===== config.mk =====
export PLATFORM = sky130hd
export DESIGN_NAME = led_matrix_scan
export DESIGN_NICKNAME = d
export VERILOG_FILES = /design/src/rtl/led_matrix_scan.sv
export SDC_FILE = /design/constraint.sdc
export NUM_CORES = 1
export LEC_CHECK = 0
export ABC_AREA = 0
export BUFFER_PORTS_ARGS = -buffer_cell sky130_fd_sc_hd__buf_2
export CORE_ASPECT_RATIO = 2
export CORE_MARGIN = 4
export CORE_UTILIZATION = 55
export CTS_BUF_LIST = sky130_fd_sc_hd__clkbuf_2 sky130_fd_sc_hd__clkbuf_4 sky130_fd_sc_hd__clkbuf_8
export CTS_CLUSTER_DIAMETER = 60
export DETAILED_ROUTE_END_ITERATION = 6
export PLACE_DENSITY_LB_ADDON = 0.25
export SYNTH_ARGS = -nofsm -noshare
export SYNTH_HDL_FRONTEND = slang
export SYNTH_SLANG_ARGS = --single-unit

===== constraint.sdc =====
create_clock -name clk -period 5.83 [get_ports clk]
set_input_delay 1.166 -clock clk [delete_from_list [all_inputs] [get_ports clk]]
set_output_delay 1.166 -clock clk [all_outputs]
set_load 0.01 [all_outputs]

===== src/rtl/led_matrix_scan.sv =====
// led_matrix_scan: row-multiplexed LED matrix scanner with per-row blanking, global PWM dimming
// and per-row snapshots. Define LED_MATRIX_DBUF_EN for separate front/back frame buffers.
module led_matrix_scan #(
    parameter int p_row_num      = 8,
    parameter int p_column_num   = 8,
    parameter int p_control_num  = 3,
    parameter int p_pwm_bits     = 8,
    parameter int p_blank_cycles = 16,
    parameter int p_dwell_cycles = 4096
) (
    input  logic                                  clk,
    input  logic                                  rst,
    input  logic                                  enable,
    input  logic                                  wr_valid,
    output logic                                  wr_ready,
    input  logic [$clog2(p_row_num)-1:0]          wr_row,
    input  logic [$clog2(p_column_num)-1:0]       wr_col,
    input  logic [p_control_num-1:0]              wr_color,
    input  logic [p_pwm_bits-1:0]                 brightness,
    input  logic                                  swap_req,
    output logic                                  swap_ack,
    output logic                                  frame_start,
    output logic [p_row_num-1:0]                  row_anode,
    output logic [p_column_num*p_control_num-1:0] column_cell
);

    localparam int RW       = $clog2(p_row_num);
    localparam int CB       = p_control_num;
    localparam int PW       = p_pwm_bits;
    localparam int ROW_BITS = p_column_num * CB;
    localparam int FB_BITS  = p_row_num * ROW_BITS;
    localparam int TMAX     = (p_dwell_cycles > p_blank_cycles) ? p_dwell_cycles : p_blank_cycles;
    localparam int TW       = $clog2(TMAX);

    localparam logic [TW-1:0] BLANK_LOAD = TW'(p_blank_cycles - 1);
    localparam logic [TW-1:0] DWELL_LOAD = TW'(p_dwell_cycles - 1);
    localparam logic [RW-1:0] ROW_LAST   = RW'(p_row_num - 1);

    typedef enum logic [1:0] {
        S_IDLE,
        S_BLANK,
        S_DRIVE
    } state_t;

    state_t                state_q, state_d;
    logic [RW-1:0]         row_q, row_d;
    logic [TW-1:0]         cnt_q, cnt_d;
    logic [PW-1:0]         pwm_q, pwm_d;
    logic [PW-1:0]         bright_q, bright_d;
    logic [ROW_BITS-1:0]   snap_q, snap_d, snap_src;
    logic                  load_snap;
    logic                  frame_start_q, frame_start_d;
    logic [p_row_num-1:0]  row_anode_q, row_anode_d;
    logic [ROW_BITS-1:0]   column_cell_q, column_cell_d;
    logic [FB_BITS-1:0]    front_q;
    logic                  wr_en;
    int                    wr_base;

    assign wr_ready = !rst;
    // Out-of-range coordinates are still handshaken, just never stored.
    assign wr_en    = wr_valid && wr_ready &&
                      (int'(wr_row) < p_row_num) && (int'(wr_col) < p_column_num);
    assign wr_base  = int'(wr_row) * ROW_BITS + int'(wr_col) * CB;

`ifdef LED_MATRIX_DBUF_EN
    logic [FB_BITS-1:0] back_q;
    logic               pending_q;
    logic               swap_ack_q;
    logic               swap_now;

    // Swap lands on the frame boundary so a frame is never shown from two images.
    assign swap_now = pending_q &&
                      ((state_q == S_IDLE) ||
                       (state_q == S_DRIVE && row_q == ROW_LAST && cnt_q == '0));
    assign snap_src = swap_now ? back_q[int'(row_d)*ROW_BITS +: ROW_BITS]
                               : front_q[int'(row_d)*ROW_BITS +: ROW_BITS];
    assign swap_ack = swap_ack_q;
`else
    logic unused_swap_req;
    assign unused_swap_req = swap_req;
    assign snap_src        = front_q[int'(row_d)*ROW_BITS +: ROW_BITS];
    assign swap_ack        = 1'b0;
`endif

    always_comb begin
        state_d       = state_q;
        row_d         = row_q;
        cnt_d         = cnt_q;
        pwm_d         = pwm_q;
        bright_d      = bright_q;
        load_snap     = 1'b0;
        frame_start_d = 1'b0;
        if (!enable) begin
            state_d = S_IDLE;
            row_d   = '0;
            cnt_d   = '0;
            pwm_d   = '0;
        end else begin
            case (state_q)
                S_IDLE: begin
                    state_d       = S_BLANK;
                    row_d         = '0;
                    cnt_d         = BLANK_LOAD;
                    load_snap     = 1'b1;
                    bright_d      = brightness;
                    frame_start_d = 1'b1;
                end
                S_BLANK: begin
                    if (cnt_q == '0) begin
                        state_d = S_DRIVE;
                        cnt_d   = DWELL_LOAD;
                        pwm_d   = '0;
                    end else begin
                        cnt_d = cnt_q - 1'b1;
                    end
                end
                S_DRIVE: begin
                    pwm_d = pwm_q + 1'b1;
                    if (cnt_q == '0) begin
                        state_d   = S_BLANK;
                        cnt_d     = BLANK_LOAD;
                        pwm_d     = '0;
                        load_snap = 1'b1;
                        if (row_q == ROW_LAST) begin
                            row_d         = '0;
                            bright_d      = brightness;
                            frame_start_d = 1'b1;
                        end else begin
                            row_d = row_q + 1'b1;
                        end
                    end else begin
                        cnt_d = cnt_q - 1'b1;
                    end
                end
                default: begin
                    state_d = S_IDLE;
                    row_d   = '0;
                end
            endcase
        end
    end

    // Outputs are derived from next-state values so they line up with the registered state.
    always_comb begin
        snap_d        = load_snap ? snap_src : snap_q;
        row_anode_d   = '0;
        column_cell_d = '0;
        for (int r = 0; r < p_row_num; r++) begin
            if (state_d == S_DRIVE && row_d == RW'(r)) begin
                row_anode_d[r] = 1'b1;
            end
        end
        if (state_d == S_DRIVE && pwm_d < bright_d) begin
            column_cell_d = snap_d;
        end
    end

    always_ff @(posedge clk) begin
        if (rst) begin
            state_q       <= S_IDLE;
            row_q         <= '0;
            cnt_q         <= '0;
            pwm_q         <= '0;
            bright_q      <= '0;
            snap_q        <= '0;
            frame_start_q <= 1'b0;
            row_anode_q   <= '0;
            column_cell_q <= '0;
            front_q       <= '0;
`ifdef LED_MATRIX_DBUF_EN
            back_q        <= '0;
            pending_q     <= 1'b0;
            swap_ack_q    <= 1'b0;
`endif
        end else begin
            state_q       <= state_d;
            row_q         <= row_d;
            cnt_q         <= cnt_d;
            pwm_q         <= pwm_d;
            bright_q      <= bright_d;
            snap_q        <= snap_d;
            frame_start_q <= frame_start_d;
            row_anode_q   <= row_anode_d;
            column_cell_q <= column_cell_d;
`ifdef LED_MATRIX_DBUF_EN
            pending_q  <= !swap_now && (pending_q || swap_req);
            swap_ack_q <= swap_now;
            if (swap_now) begin
                front_q <= back_q;
                back_q  <= front_q;
            end
            if (wr_en) begin
                back_q[wr_base +: CB] <= wr_color;
            end
`else
            if (wr_en) begin
                front_q[wr_base +: CB] <= wr_color;
            end
`endif
        end
    end

    assign frame_start = frame_start_q;
    assign row_anode   = row_anode_q;
    assign column_cell = column_cell_q;

endmodule


==> metrics.txt <==
gr ovfl total=0; top_reg_cell synth=dfxtp_1; Avg Vias per Cell=6.77; CTS tree=done; Horiz. Die Dim=126 µm; Core ar.=27500 µm²; antenna violations before repair=1; vias in the first global route=15300; Critical path origin=cnt_q[0]$_SDFFE_PP0P_; static leakage=6.30 nW; clk slew on worst S/H paths=0.07 ns; register bit count reported by yosys=282; FFs w/ async S/R, synth=0; syn nets=1909; Clk Tree Root Cell=clkbuf_8; drt drc=0; detailed-route via count=15400; Area growth syn-to-layout=11.4%; Iter 0 DRT Violations=1421; total power=0.00496 W; post-route ant nets=0; CP Class=register to register; Mapped Cells=1854; Skew-Pair Late Insertion Delay=0.57 ns; Clock Skew=0.0256 ns; initial core utilization=0.557; Peak VDD IR=0.000210 V; min-delay worst type=register to register; reg2reg path depth=14; GP Congestion=1.00; PnR worst setup slack=0.756 ns; post-synthesis cell type count=89; drt pass-1 iters=6; die area=30800 µm²; Required @ worst endpoint=6.22 ns; Post-Place Worst Slack=0.257 ns; share of cells above drive strength 1=0.141; worst-path fanout max=18; Pwr per Cell Area=290 nW/µm²; final hold violations=0; reported max-cap violation count=0; Top Ports=57; Die H=244 µm; H-Tree Depth=2; # hold bufs at CTS=0; most frequent cells in the layout=282 x dfxtp_1, 201 x nor2_1, 195 x nand2_1, 173 x mux2i_1, 87 x o21ai_0; port bufs=54; sequential area share after synthesis=0.368; CTS resizes=0; Placement Rows=86; Yosys warning count=0; Hold Startpoint=front_q[107]$_SDFFE_PP0P_; Final HPWL DP=38800 µm; clock sink count=282; Mapped Avg Cell Area=8.28 µm²; status=finished, final reports clean; first-pass GRT wire length=85000 µm; Setup Viol. Count Final=0; Fillers=2478; Routed wire per std cell=24.6 µm; Routed Wire Length=55800 µm; synthesized cell area=15400 µm²; critical path endpoint category=register; gr usage total=0.349; worst-margin pin slew=1.24 ns; commonest non-fill, non-tap cell in the layout=dfxtp_1; crit path DAT=5.46 ns; EDFF count, synth=0; Max Root-Sink Buffers=3; max_slew headroom=0.165; Setup Buffers After CTS=0; hold path depth=2; fin crit share=0.870; RR Startpoint=cnt_q[0]$_SDFFE_PP0P_; Max Freq=0.197 GHz; setup TNS=0 ns; Worst setup SP type=register; Layout Nets=1939; largest net degree at the start of global routing=75; Tmin final=5.07 ns; RSZ-0062 raised after global routing=no; Slew Limit Fails=0; CTS buffer count=41
-- layout make-up --
class / count / area [µm²] / area share
tap: 352 / 440 / 0.0257
sequential: 282 / 5650 / 0.330
inverter: 33 / 126 / 0.00739
clock inverter: 9 / 75.1 / 0.00439
timing repair buffer: 125 / 856 / 0.0500
clock buffer: 65 / 832 / 0.0486
antenna: 1 / 2.50 / 0.000146
multi-input combinational: 1401 / 9130 / 0.534
-- where the power goes --
| group | internal [W] | switching (W) |
|---|---|---|
| Clock | 0.000953 | 0.000797 |
| Sequential | 0.00195 | 0.00000948 |
| Combinational | 0.000315 | 0.000940 |
| Total | 0.00321 | 0.00175 |
-- per-stage QoR --
stage	instances	instance area [µm²]	utilization	hold slack [ns]
after floorplan	1854	15400	-	0.430
after global placement	2193	16200	0.588	0.440
after detailed placement	2193	16200	0.588	0.448
after CTS	2267	17100	0.621	0.459
after global routing	2268	17100	0.621	0.476
final	2268	17100	0.621	0.456
-- sequential cells by signal, summed over array words and instances, names as in the netlist --
| signal | cells |
|---|---|
| row_anode | 8 |
| pwm_q | 8 |
| frame_start | 1 |
| state_q | 2 |
| row_q | 3 |
| front_q | 192 |
| snap_q | 24 |
| column_cell | 24 |
| cnt_q | 12 |
| bright_q | 8 |
-- layer usage --
metal  part of all wire  global-route usage  vias up
met4               0.10               0.307        0
met5                  0                   0        -
met2               0.48               0.604      894
li1                   -                   -     6854
met3              0.082              0.0553      354
met1               0.33               0.360     7262
-- cells by family after synthesis --
family | count (synthesis) | synth area share
muxes | 185 | 0.122
and+or+nand+nor | 764 | 0.244
other | 1 | 0.000244
adders and majority gates | 34 | 0.0285
xor gates and xnor gates | 9 | 0.00513
DFF | 282 | 0.368
buffers and inverters | 171 | 0.0466
AOI/OAI and AO/OA | 408 | 0.187
-- synth_stat cells, types with 12 or more instances --
master       n  area (µm²)
a31oi_1     18         113
o211ai_1    48         360
or4_1       13        97.6
a22o_1      23         201
ha_1        31         388
dfxtp_1    282        5650
nor3_1      47         235
nor2_1     202         758
and2_1      45         282
nor4_1      32         200
nand3_1     70         350
nand4_1     54         338
a21oi_1     75         375
buf_2       17        85.1
nor2b_1     13        81.3
o21ai_0     89         445
inv_1       32         120
and3_1      12        75.1
a2111oi_0   17         149
nand2_1    195         732
mux2i_1    174        1740
or3_1       26         163
clkbuf_1   108         405
nand2b_1    22         138
-- worst max-delay path, cell delays in order, from the launching register on --
cell,delay [ns]
dfxtp_1,0.33
inv_1,0.10
ha_1,0.23
or4b_1,0.65
nor3_1,0.28
buf_4,0.24
o21ai_0,0.31
o21ai_0,0.28
o41ai_1,0.12
and2_1,0.18
ha_1,0.30
and3_1,0.20
a221o_1,0.39
a2111o_1,0.68
nor4_1,0.59
-- worst paths after layout --
check | to | slack (ns)
min reg2reg | front_q[107]$_SDFFE_PP0P_ | 0.46
max | column_cell[8]$_SDFF_PP0_ | 0.76
min | front_q[107]$_SDFFE_PP0P_ | 0.46
max reg2reg | column_cell[8]$_SDFF_PP0_ | 0.76
Note: power is estimated with default switching activity, not from simulation.
